--- src/rtl/harmonic_phase_sequencer.sv ---
`timescale 1ns/1ps
// -----------------------------------------------------------------------------
// harmonic_phase_sequencer
// Per-sample phase engine for the additive oscillator. After reset it clears
// the sample-position RAM, then on every sample strobe walks the active
// harmonics: read position, add the harmonic's increment, write back, and
// emit the new phase (top bits) as a sine-LUT address.
//
// Optional feature macro: NYQUIST_LIMIT_EN
//   When defined, a frame stops at the first harmonic whose increment reaches
//   half the position range, so aliasing partials are never emitted.
//
// Ports
//   clk, reset_n         clock, asynchronous active-low reset
//   sample_clock         one-cycle frame-start strobe
//   freq_inc             fundamental phase increment (latched per frame)
//   harmonic_count       requested harmonics, clamped to 2^ADDR_WIDTH
//   ram_addr/din/we      RAM write port, combinational from state/counter
//   ram_dout             RAM read data, same cycle as ram_addr
//   lut_addr, lut_valid  registered new phase (top LUT_WIDTH bits) + valid
//   harmonic_index       registered index of the harmonic on lut_addr
//   busy, done, overrun  registered status (done/overrun are 1-cycle pulses)
// -----------------------------------------------------------------------------
module harmonic_phase_sequencer #(
   parameter int unsigned ADDR_WIDTH = 8,
   parameter int unsigned POS_WIDTH  = 16,
   parameter int unsigned FREQ_WIDTH = 16,
   parameter int unsigned LUT_WIDTH  = 11
) (
   input  logic                  clk,
   input  logic                  reset_n,
   input  logic                  sample_clock,
   input  logic [FREQ_WIDTH-1:0] freq_inc,
   input  logic [ADDR_WIDTH:0]   harmonic_count,
   output logic [ADDR_WIDTH-1:0] ram_addr,
   output logic [POS_WIDTH-1:0]  ram_din,
   output logic                  ram_we,
   input  logic [POS_WIDTH-1:0]  ram_dout,
   output logic [LUT_WIDTH-1:0]  lut_addr,
   output logic                  lut_valid,
   output logic [ADDR_WIDTH-1:0] harmonic_index,
   output logic                  busy,
   output logic                  done,
   output logic                  overrun
);

   localparam int unsigned CNT_W = ADDR_WIDTH + 1;
   localparam int unsigned ACC_W = FREQ_WIDTH + ADDR_WIDTH + 1;
   localparam logic [CNT_W-1:0] MAX_H = CNT_W'(1) << ADDR_WIDTH;
`ifdef NYQUIST_LIMIT_EN
   localparam logic [ACC_W-1:0] NYQ_LIMIT = ACC_W'(1) << (POS_WIDTH - 1);
`endif

   typedef enum logic [2:0] {
      S_START,
      S_INIT,
      S_IDLE,
      S_RUN,
      S_DONE
   } state_e;

   state_e                state_q, state_d;
   logic [ADDR_WIDTH-1:0] cnt_q, cnt_d;
   logic [CNT_W-1:0]      n_q, n_d;
   logic [FREQ_WIDTH-1:0] f_q, f_d;
   logic [ACC_W-1:0]      acc_q, acc_d;
   logic [LUT_WIDTH-1:0]  lut_addr_q, lut_addr_d;
   logic                  lut_valid_q, lut_valid_d;
   logic [ADDR_WIDTH-1:0] hidx_q, hidx_d;
   logic                  busy_q, busy_d;
   logic                  done_q, done_d;
   logic                  overrun_q, overrun_d;

   logic [POS_WIDTH-1:0]  sum_c;
   logic [CNT_W-1:0]      n_clamp_c;
   logic                  last_c;
   logic                  nyq_stop_c;

   // The counter doubles as the INIT clear address and the RUN harmonic index.
   assign ram_addr       = cnt_q;
   assign lut_addr       = lut_addr_q;
   assign lut_valid      = lut_valid_q;
   assign harmonic_index = hidx_q;
   assign busy           = busy_q;
   assign done           = done_q;
   assign overrun        = overrun_q;

   // Next-state, datapath and combinational RAM port.
   always_comb begin
      state_d     = state_q;
      cnt_d       = cnt_q;
      n_d         = n_q;
      f_d         = f_q;
      acc_d       = acc_q;
      lut_addr_d  = lut_addr_q;
      lut_valid_d = 1'b0;
      hidx_d      = hidx_q;
      ram_we      = 1'b0;
      ram_din     = '0;

      sum_c     = ram_dout + acc_q[POS_WIDTH-1:0];
      n_clamp_c = (harmonic_count > MAX_H) ? MAX_H : harmonic_count;
      last_c    = ((CNT_W'(cnt_q) + CNT_W'(1)) == n_q);
`ifdef NYQUIST_LIMIT_EN
      nyq_stop_c = (acc_q >= NYQ_LIMIT);
`else
      nyq_stop_c = 1'b0;
`endif

      unique case (state_q)
         S_START: begin
            cnt_d   = '0;
            state_d = S_INIT;
         end
         S_INIT: begin
            ram_we = 1'b1;
            cnt_d  = cnt_q + ADDR_WIDTH'(1);
            if (cnt_q == '1) state_d = S_IDLE;
         end
         S_IDLE: begin
            if (sample_clock) begin
               f_d     = freq_inc;
               n_d     = n_clamp_c;
               acc_d   = ACC_W'(freq_inc);
               cnt_d   = '0;
               state_d = (n_clamp_c == '0) ? S_DONE : S_RUN;
            end
         end
         S_RUN: begin
            if (nyq_stop_c) begin
               state_d = S_DONE;
            end else begin
               ram_we      = 1'b1;
               ram_din     = sum_c;
               lut_addr_d  = sum_c[POS_WIDTH-1 -: LUT_WIDTH];
               lut_valid_d = 1'b1;
               hidx_d      = cnt_q;
               cnt_d       = cnt_q + ADDR_WIDTH'(1);
               acc_d       = acc_q + ACC_W'(f_q);
               if (last_c) state_d = S_DONE;
            end
         end
         S_DONE: begin
            state_d = S_IDLE;
         end
         default: begin
            state_d = S_START;
         end
      endcase

      busy_d    = (state_d != S_IDLE);
      done_d    = (state_d == S_DONE);
      overrun_d = sample_clock && (state_q != S_IDLE);
   end

   // State and registered outputs.
   always_ff @(posedge clk or negedge reset_n) begin
      if (!reset_n) begin
         state_q     <= S_START;
         cnt_q       <= '0;
         n_q         <= '0;
         f_q         <= '0;
         acc_q       <= '0;
         lut_addr_q  <= '0;
         lut_valid_q <= 1'b0;
         hidx_q      <= '0;
         busy_q      <= 1'b1;
         done_q      <= 1'b0;
         overrun_q   <= 1'b0;
      end else begin
         state_q     <= state_d;
         cnt_q       <= cnt_d;
         n_q         <= n_d;
         f_q         <= f_d;
         acc_q       <= acc_d;
         lut_addr_q  <= lut_addr_d;
         lut_valid_q <= lut_valid_d;
         hidx_q      <= hidx_d;
         busy_q      <= busy_d;
         done_q      <= done_d;
         overrun_q   <= overrun_d;
      end
   end

endmodule

--- config.mk ---
export PLATFORM = sky130hd
export DESIGN_NAME = harmonic_phase_sequencer
export DESIGN_NICKNAME = d
export VERILOG_FILES = /design/src/rtl/harmonic_phase_sequencer.sv
export SDC_FILE = /design/constraint.sdc
export NUM_CORES = 1
export LEC_CHECK = 0
export CAP_MARGIN = 20
export CORE_MARGIN = 2
export CORE_UTILIZATION = 45
export CTS_BUF_LIST = sky130_fd_sc_hd__clkbuf_2 sky130_fd_sc_hd__clkbuf_4 sky130_fd_sc_hd__clkbuf_8
export DETAILED_ROUTE_END_ITERATION = 8
export PLACE_DENSITY = 0.68
export SETUP_SLACK_MARGIN = 0.2
export SLEW_MARGIN = 20
export SYNTH_ARGS = -nofsm -noshare
export SYNTH_HDL_FRONTEND = slang
export SYNTH_SLANG_ARGS = --single-unit
--- constraint.sdc ---
create_clock -name clk -period 3.75 [get_ports clk]
set_input_delay 0.75 -clock clk [delete_from_list [all_inputs] [get_ports clk]]
set_output_delay 0.75 -clock clk [all_outputs]
set_load 0.005 [all_outputs]
== Word level (Yosys, flattened, before mapping) ==
Index checks and enable logic that the tools add are counted.

* Register bits: 84
* Latch bits: 0
* Memory bits (writable): 0
* ROM bits: 0
* Input bits: 44
* Logic and storage cells: 48
* Memories: 0

* Add/sub/neg operators: 4
* Multiply operators: 0
* Div/mod/pow operators: 0
* $lt $le $gt $ge: 1
* Eq/ne operators: 10
* Shift-type cells: 0
* Multiplexer cells: 13
* Bitwise operators: 0
* Reduce and logical (&&, ||, !) cells: 9

{| class="wikitable"
|+ Operators by type and width
! kind !! number
|-
| 25-bit case mux with 2 select lines || 1
|-
| 25-bit by 16-bit adder with 25-bit output || 1
|-
| 25-bit two-way mux || 1
|-
| 8-bit case mux with 3 select lines || 1
|-
| 16-bit adder || 1
|-
| 16-bit two-way mux || 1
|-
| 3-bit case mux with 5 select lines || 1
|-
| 3-bit two-way mux || 4
|-
| 8-bit by 1-bit adder with 9-bit output (second input constant) || 1
|-
| 9-bit == test || 1
|-
| 9-bit > comparator (second input constant) || 1
|-
| 9-bit zero test || 1
|-
| 9-bit two-way mux || 1
|-
| 8-bit by 1-bit adder with 8-bit output (second input constant) || 1
|-
| 8-bit == test (second input constant) || 1
|-
| 8-bit two-way mux || 1
|-
| 3-bit by 2-bit == test with 1-bit output (second input constant) || 2
|-
| 3-bit == test (second input constant) || 2
|-
| 3-bit by 2-bit != test with 1-bit output (second input constant) || 2
|-
| 2-bit AND reduction || 3
|-
| 3-bit by 1-bit == test with 1-bit output (second input constant) || 1
|-
| 3-bit zero test || 1
|-
| 3-bit nonzero test || 1
|-
| 1-bit two-way mux || 2
|-
| 4 further kinds || 4
|}

== Depth between registers and ports, before layout ==
Gate-level depths: netlist (run 1).

* Depth after elaboration: 7
* Gate-level depth with buffers: 9
* Mapped depth without buffers: 9

== Worst setup path after synthesis (run 1) ==
OpenSTA, ideal clock, no wires.

* Path type: input-to-output
* Start point: input port ram_dout[0]
* End point: output port ram_din[12]
* Data arrival time: 2495 ps
* Data required time: 3000 ps
* Path slack: 505 ps
* Stages on the path: 8
* Buffers on the path: 0
* Cell sequence: ha_1 > fa_1 > a211oi_1 > nor4_1 > nor3_1 > a21oi_1 > xnor2_1 > nor2_1

* Word-level cells in the longest chain between the ends: 2

{| class="wikitable"
|+ Ends and longest elaborated chain
! what !! RTL line !! text
|-
| start: declaration || 38 || <nowiki>input logic [POS_WIDTH-1:0] ram_dout,</nowiki>
|-
| 16-bit adder || 101 || <nowiki>sum_c = ram_dout + acc_q[POS_WIDTH-1:0];</nowiki>
|-
| 16-bit two-way mux || 110 || <nowiki>unique case (state_q)</nowiki>
|-
| end: declaration || 36 || <nowiki>output logic [POS_WIDTH-1:0] ram_din,</nowiki>
|}

Every way passes these cells.

== Worst setup path in the final report (run 1) ==
* Start point: input port ram_dout[12]
* End point: output port ram_din[15]

Same word-level chain as after synthesis.

==> results.md, run 1 <==
- # port buffers: 91
- Fin crit period: 3.507 ns
- Starting density of the core: 46.08%
- DR WL/cell: 15.08 um
- Mean Syn Cell Area: 8.642 um^2
- Relative slew slack: 36.18%
- Site Rows: 37
- HP Class: flop to flop
- Async S/R FF share, synth: 100.0%
- Die Height: 106.6 um
- CP arrival: 2.76 ns
- Post-DP Area: 6055 um^2
- Post-synthesis register bit count: 75
- Critical Path Sink Type: output port
- Final setup slack of the worst path: 0.2433 ns
- Fmax: 285.2 MHz
- Max-cap viol count: 0
- Status: complete, no violations
- Maximum vdd drop: 0.1983 mV
- Skew final: 0.009257 ns
- Pwr Density: 274.1 nW/um^2
- Ports: 92
- H-tree Lvls: 3
- Max incr delay on CP: 0.41 ns
- Mapped cell area: 4736 um^2
- Drt via density: 5.427
- # clock sinks: 75
- Drt total wl: 12430 um
- Final hold vios: 0
- Crit path max fanout: 5
- Mapped Cells: 548
- Vias in the first global route: 4407
- Largest net degree at the start of global routing: 76
- GRT Residual Overflow: 0
- Gr usage total: 22.75%
- CP Cell Sequence: clkdlybuf4s50_1 -> ha_1 -> buf_4 -> nand2_2 -> or3_4 -> o21ai_2 -> xnor2_2 -> nor2_1 -> dlygate4sd2_1
- Post-route clock period utilization: 93.51%
- Clk_lat worst skew: 0.36 ns
- Die ar.: 11360 um^2
- Utilization after layout: 64.40%
- Nets: 760
- Drt first pass iters: 4
- Slew Viols, Final: 0
- Final routed DRC violation total: 0
- GPL Wtd Cong: 0.8941
- Setup Crit Path Kind: primary input to output port
- DRT iter0 DRCs: 192
- Max clock buf depth: 2
- Post-synthesis sequential area ratio: 39.66%
- First-pass GRT wire length: 20670 um
- P&R area growth vs syn: 39.76%
- Slew @ Worst Pin: 0.9573 ns
- YS warnings: 0
- Leak: 3.167 nW
- Dpl hpwl: 9071 um
- Worst-path clk slew: 0.08 ns
- # fillers: 871
- Chip width: 106.6 um
- Num CTS Buffers: 9
- Worst Path Required: 3.00 ns
- CP max-delay cell: clkdlybuf4s50_1
- Post-route setup TNS: 0 ns
- Synth unique cells: 63
- RSZ-0062 raised after global routing: yes
- TritonCTS clock tree: built
- Post-route cell area: 6619 um^2
- Share of post-route cells with drive strength above 1: 18.46%
- Initial antenna violation count: 0
- Setup violators final: 0
- Root Driver: clkbuf_8
- Post-synth EDFFs: 0
- Final antenna-violating net count: 0
- Pre-CTS setup slack: -0.5013 ns
- Synthesized Nets: 625
- DR vias: 4472
- Core ar.: 10280 um^2
- CP startpoint kind: primary input
- Diode count: 0
- Dominant register cell in the synthesized netlist: dfrtp_1
## worst paths after layout
kind / from / to / slack (ns) / cells past startpoint
worst min register to register: harmonic_index[3] / harmonic_index[3] / 0.48 / 2
max in group asynchronous: reset_n / f_q[6] / 2.59 / 1
worst min-delay path: harmonic_index[3] / harmonic_index[3] / 0.48 / 2
worst max-delay path: ram_dout[12] / ram_din[15] / 0.24 / 9
worst max register to register: state_q[2] / acc_q[3] / 1.06 / 8
min in group asynchronous: reset_n / ram_addr[1] / 0.52 / 1
## power by group
part           internal (mW)  switching, mW
clock                  0.476          0.309
sequential             0.811        0.00136
combinational          0.121         0.0969
total                   1.41          0.407
## sequential cells by signal, indices dropped and copies added (netlist names)
| signal | cells |
|---|---|
| busy | 1 |
| acc_q | 16 |
| lut_addr | 11 |
| harmonic_index | 8 |
| ram_addr | 8 |
| lut_valid | 1 |
| overrun | 1 |
| done | 1 |
| state_q | 3 |
| f_q | 16 |
| n_q | 9 |
## cells in the mapped netlist, drive strengths merged, types with 6 or more instances
| master | instances | area share, % |
|---|---|---|
| a21oi | 28 | 3.0 |
| and3 | 7 | 0.92 |
| nor2 | 35 | 2.8 |
| nor3 | 7 | 0.74 |
| nand2 | 134 | 11 |
| o21ai | 36 | 3.8 |
| a211oi | 8 | 1.3 |
| o21a | 7 | 1.1 |
| a31oi | 6 | 0.79 |
| nand4 | 7 | 0.92 |
| ha | 31 | 8.2 |
| dfrtp | 74 | 39 |
| clkbuf | 14 | 1.1 |
| xnor2 | 16 | 3.0 |
| a21o | 12 | 1.9 |
| and2 | 6 | 0.79 |
| buf | 7 | 0.77 |
| inv | 8 | 0.63 |
| nand3 | 10 | 1.1 |
| nand3b | 8 | 1.3 |
| xor2 | 17 | 3.1 |
## metal layers
metal / wire length (um) / global-route usage [%]
met1: 5264 / 28.17
met2: 6215 / 39.67
met3: 601 / 2.857
met4: 349 / 10.11
met5: 0 / 0
## area by class of cell
cell class | count | area, um^2 | share of cell area (%)
Clock inverter | 4 | 97.59 | 1.474
Inverter | 9 | 33.78 | 0.5104
Multi-Input combinational cell | 443 | 2997 | 45.27
Clock buffer | 12 | 152.6 | 2.306
Sequential cell | 75 | 1878 | 28.37
Timing Repair Buffer | 145 | 1290 | 19.49
Tap cell | 136 | 170.2 | 2.571
## kinds of logic (layout without fill, tap and decap cells)
logic type / count (synthesis) / count (layout) / share of synthesized area (%)
mux: 6 / 6 / 1.400
fa+ha+maj: 33 / 33 / 9.036
compound gates: 131 / 131 / 18.02
xor+xnor: 33 / 33 / 6.103
flops: 75 / 75 / 39.66
simple gates: 240 / 240 / 23.17
buf+inv: 30 / 170 / 2.615
## placed cells by master, fill, tap and decap left out, types with 5 or more instances in the layout
master             n
nand2_1          133
o21ai_0           27
mux2_2             5
clkdlybuf4s50_1   70
and2_1             5
nand3b_1           8
xnor2_1           15
nand3_1            9
nor3_1             6
o21a_1             7
dfrtp_1           74
inv_1              7
o21ai_2            7
ha_1              22
nor2_1            34
ha_4               8
xor2_1            16
a21oi_1           23
a211oi_1           6
and3_1             7
clkbuf_8          10
buf_4             53
nand4_1            7
a21o_1            12
dlygate4sd2_1     13
## timing repair
action	4_1_cts	5_1_grt
resized for setup	69	16
pin swaps	27	15
cloned	0	0
hold endpoints to repair	0	0
setup buffers	9	1
endpoints found under the setup margin	13	9
hold buffers	0	0
## per-stage QoR
stage | std cells | hold slack [ns] | power, mW
finish | 824 | 0.4779 | 1.814
global route | 824 | 0.5033 | 1.879
CTS | 823 | 0.4831 | 1.812
detailed placement | 798 | 0.4632 | 1.007
global placement | 798 | 0.4580 | 1.005
floorplan | 548 | 0.4523 | 0.8895
## worst max-delay path, delay by kind of cell
family / cells / cell delay, ns
xor+xnor: 1 / 0.15
simple gates: 3 / 0.56
fa+ha+maj: 1 / 0.29
buf+inv: 3 / 0.83
compound gates: 1 / 0.18
No activity file was read; power rests on OpenSTA's default activity.
==> run 2: changes to the inputs <==
- CAP_MARGIN: 20 -> default
- PLACE_DENSITY: 0.68 -> 0.71
- SLEW_MARGIN: 20 -> default
==> results.md, run 2 (synthesis results as in run 1) <==
- Dpl hpwl: 9342 um (+3.0%)
- Starting density of the core: 46.08% (unchanged)
- Fmax: 286.0 MHz (+0.29%)
- Status: complete, no violations
- FF-to-FF End: acc_q[15]
- Share of post-route cells with drive strength above 1: 19.01% (+0.55 points)
- Worst Path Required: 3.00 ns (about the same)
- Site Rows: 37 (unchanged)
- Hold Path End: harmonic_index[2]
- Clk_lat worst skew: 0.36 ns (about the same)
- Final antenna-violating net count: 0 (unchanged)
- Utilization after layout: 63.84% (-0.56 points)
- Post-route setup TNS: 0 ns (unchanged)
- DRT iter0 DRCs: 254 (+32%)
- Slew Viols, Final: 0 (unchanged)
- DR WL/cell: 15.71 um (+4.2%)
- # clock sinks: 75 (unchanged)
- Core ar.: 10280 um^2 (unchanged)
- Vias in the first global route: 4418 (+0.25%)
- # port buffers: 91 (unchanged)
- Die ar.: 11360 um^2 (unchanged)
- DR vias: 4533 (+1.4%)
- Post-route clock period utilization: 93.24% (-0.27 points)
- TritonCTS clock tree: built
- Diode count: 0 (unchanged)
- Final routed DRC violation total: 0 (unchanged)
- RSZ-0062 raised after global routing: yes
- HP Class: flop to flop
- Setup violators final: 0 (unchanged)
- Skew final: 0.01202 ns (+0.002763 ns)
- Hold buffers post-CTS: 0 (unchanged)
- Initial antenna violation count: 0 (unchanged)
- Seq pwr share: 50.5% (+5.7 points)
- CP arrival: 2.75 ns (about the same)
- Slew @ Worst Pin: 0.9474 ns (-0.009855 ns)
- Critical Path Sink Type: output port
- GRT Residual Overflow: 0 (unchanged)
- Int Power: 1.180 mW (-16%)
- Pwr Density: 244.9 nW/um^2 (-11%)
- Clock network fraction of total power: 35.7% (-7.5 points)
- Critical R2R Launch: acc_q[1]
- Drt first pass iters: 4 (unchanged)
- Drt via density: 5.495 (+1.2%)
- H-tree Lvls: 3 (unchanged)
- Maximum vdd drop: 0.1288 mV (-35%)
- Num CTS Buffers: 9 (unchanged)
- Die Height: 106.6 um (unchanged)
- Setup Crit Path Kind: primary input to output port
- Reg-to-reg slack, setup: 1.19 ns (+0.13 ns)
- GPL Wtd Cong: 0.9286 (+3.9%)
- First-pass GRT wire length: 20970 um (+1.4%)
- Worst-path clk slew: 0.08 ns (about the same)
- Comb power frac: 13.8% (+1.8 points)
- Largest net degree at the start of global routing: 76 (unchanged)
- Max clock buf depth: 2 (unchanged)
- Root Driver: clkbuf_8
- Max-cap viol count: 0 (unchanged)
- Ports: 92 (unchanged)
- Commonest cells after routing, fill and taps aside: nand2_1 (132), dfrtp_1 (74), clkdlybuf4s50_1 (69)
- Gr usage total: 23.08% (+0.33 points)
- Nets: 761 (+0.13%)
- P&R area growth vs syn: 38.55%
- Leak: 3.138 nW (-0.94%)
- Drt total wl: 12960 um (+4.3%)
- Commonest non-fill, non-tap cell in the layout: nand2_1
- Min Hold Slack: 0.4774 ns (-0.0004910 ns)
- Fin crit period: 3.496 ns (-0.01030 ns)
- Hold Path Origin: harmonic_index[2]
- Worst Reg-to-Reg Cells: 7 (-1)
- Switching fraction of total power: 26.56% (+4.1 points)
- Crit path max fanout: 2 (-3)
- Relative slew slack: 36.84% (+0.66 points)
- Hold path depth: 2 (unchanged)
- Final hold vios: 0 (unchanged)
- CP startpoint kind: primary input
- Sw power: 0.4267 mW (+4.9%)
- Chip width: 106.6 um (unchanged)
run 2: metrics by stage:
step | setup WS, ns | instances | instance area, um^2 | power (mW)
floorplan | 0.5047 | 548 | 4736 | 0.8895
global placement | -0.4868 | 797 | 6047 | 1.004
detailed placement | -0.5398 | 797 | 6047 | 1.007
CTS | 0.1458 | 825 | 6452 | 1.606
global route | 0.1821 | 825 | 6561 | 1.675
finish | 0.2536 | 825 | 6561 | 1.607
run 2: worst max path at each step:
stage                  from          end  slack (ns)
2_1_floorplan   ram_dout[0]  ram_din[12]        0.50
3_3_place_gp    ram_dout[0]  ram_din[14]       -0.49
3_5_place_dp    ram_dout[0]  ram_din[14]       -0.54
4_1_cts         ram_dout[7]  ram_din[14]        0.15
5_1_grt         ram_dout[2]   ram_din[5]        0.18
6_report       ram_dout[11]  ram_din[15]        0.25
run 2: power by group through the flow:
| stage | logic [mW] | clock network, mW | registers, mW |
|---|---|---|---|
| final | 0.222 | 0.573 | 0.812 |
| after global routing | 0.240 | 0.622 | 0.813 |
| after CTS | 0.211 | 0.583 | 0.812 |
| after detailed placement | 0.179 | 0 | 0.828 |
| after global placement | 0.176 | 0 | 0.828 |
| after floorplan | 0.0608 | 0 | 0.829 |
run 2: what timing repair did:
item                                    CTS  global route
gates resized for setup                  71            22
cloned                                    0             0
setup buffers                            12             0
pin swaps                                34            18
endpoints found under the setup margin   13            10
run 2: area by class of cell:
| class | instances | area, um^2 |
|---|---|---|
| well taps | 136 | 170.2 |
| inverters | 9 | 33.78 |
| clock inverters | 6 | 40.04 |
| flip-flops and latches | 75 | 1878 |
| multi-input cells | 443 | 3003 |
| clock buffers | 10 | 131.4 |
| fillers | 853 | 3716 |
| repair buffers | 146 | 1305 |
run 2: metal layers:
| layer | track usage (%) | wire (um) |
|---|---|---|
| met5 | 0 | 0 |
| met4 | 10.11 | 366 |
| met2 | 40.90 | 6607 |
| met1 | 28.05 | 5438 |
| met3 | 2.979 | 550 |
run 2: worst max-delay path: stages:
cell	delay [ns]
clkdlybuf4s50_1	0.43
ha_1	0.22
a21o_1	0.19
a21o_1	0.21
a221oi_2	0.29
o21ai_2	0.12
xnor2_2	0.19
nor2_1	0.06
dlygate4sd2_1	0.28
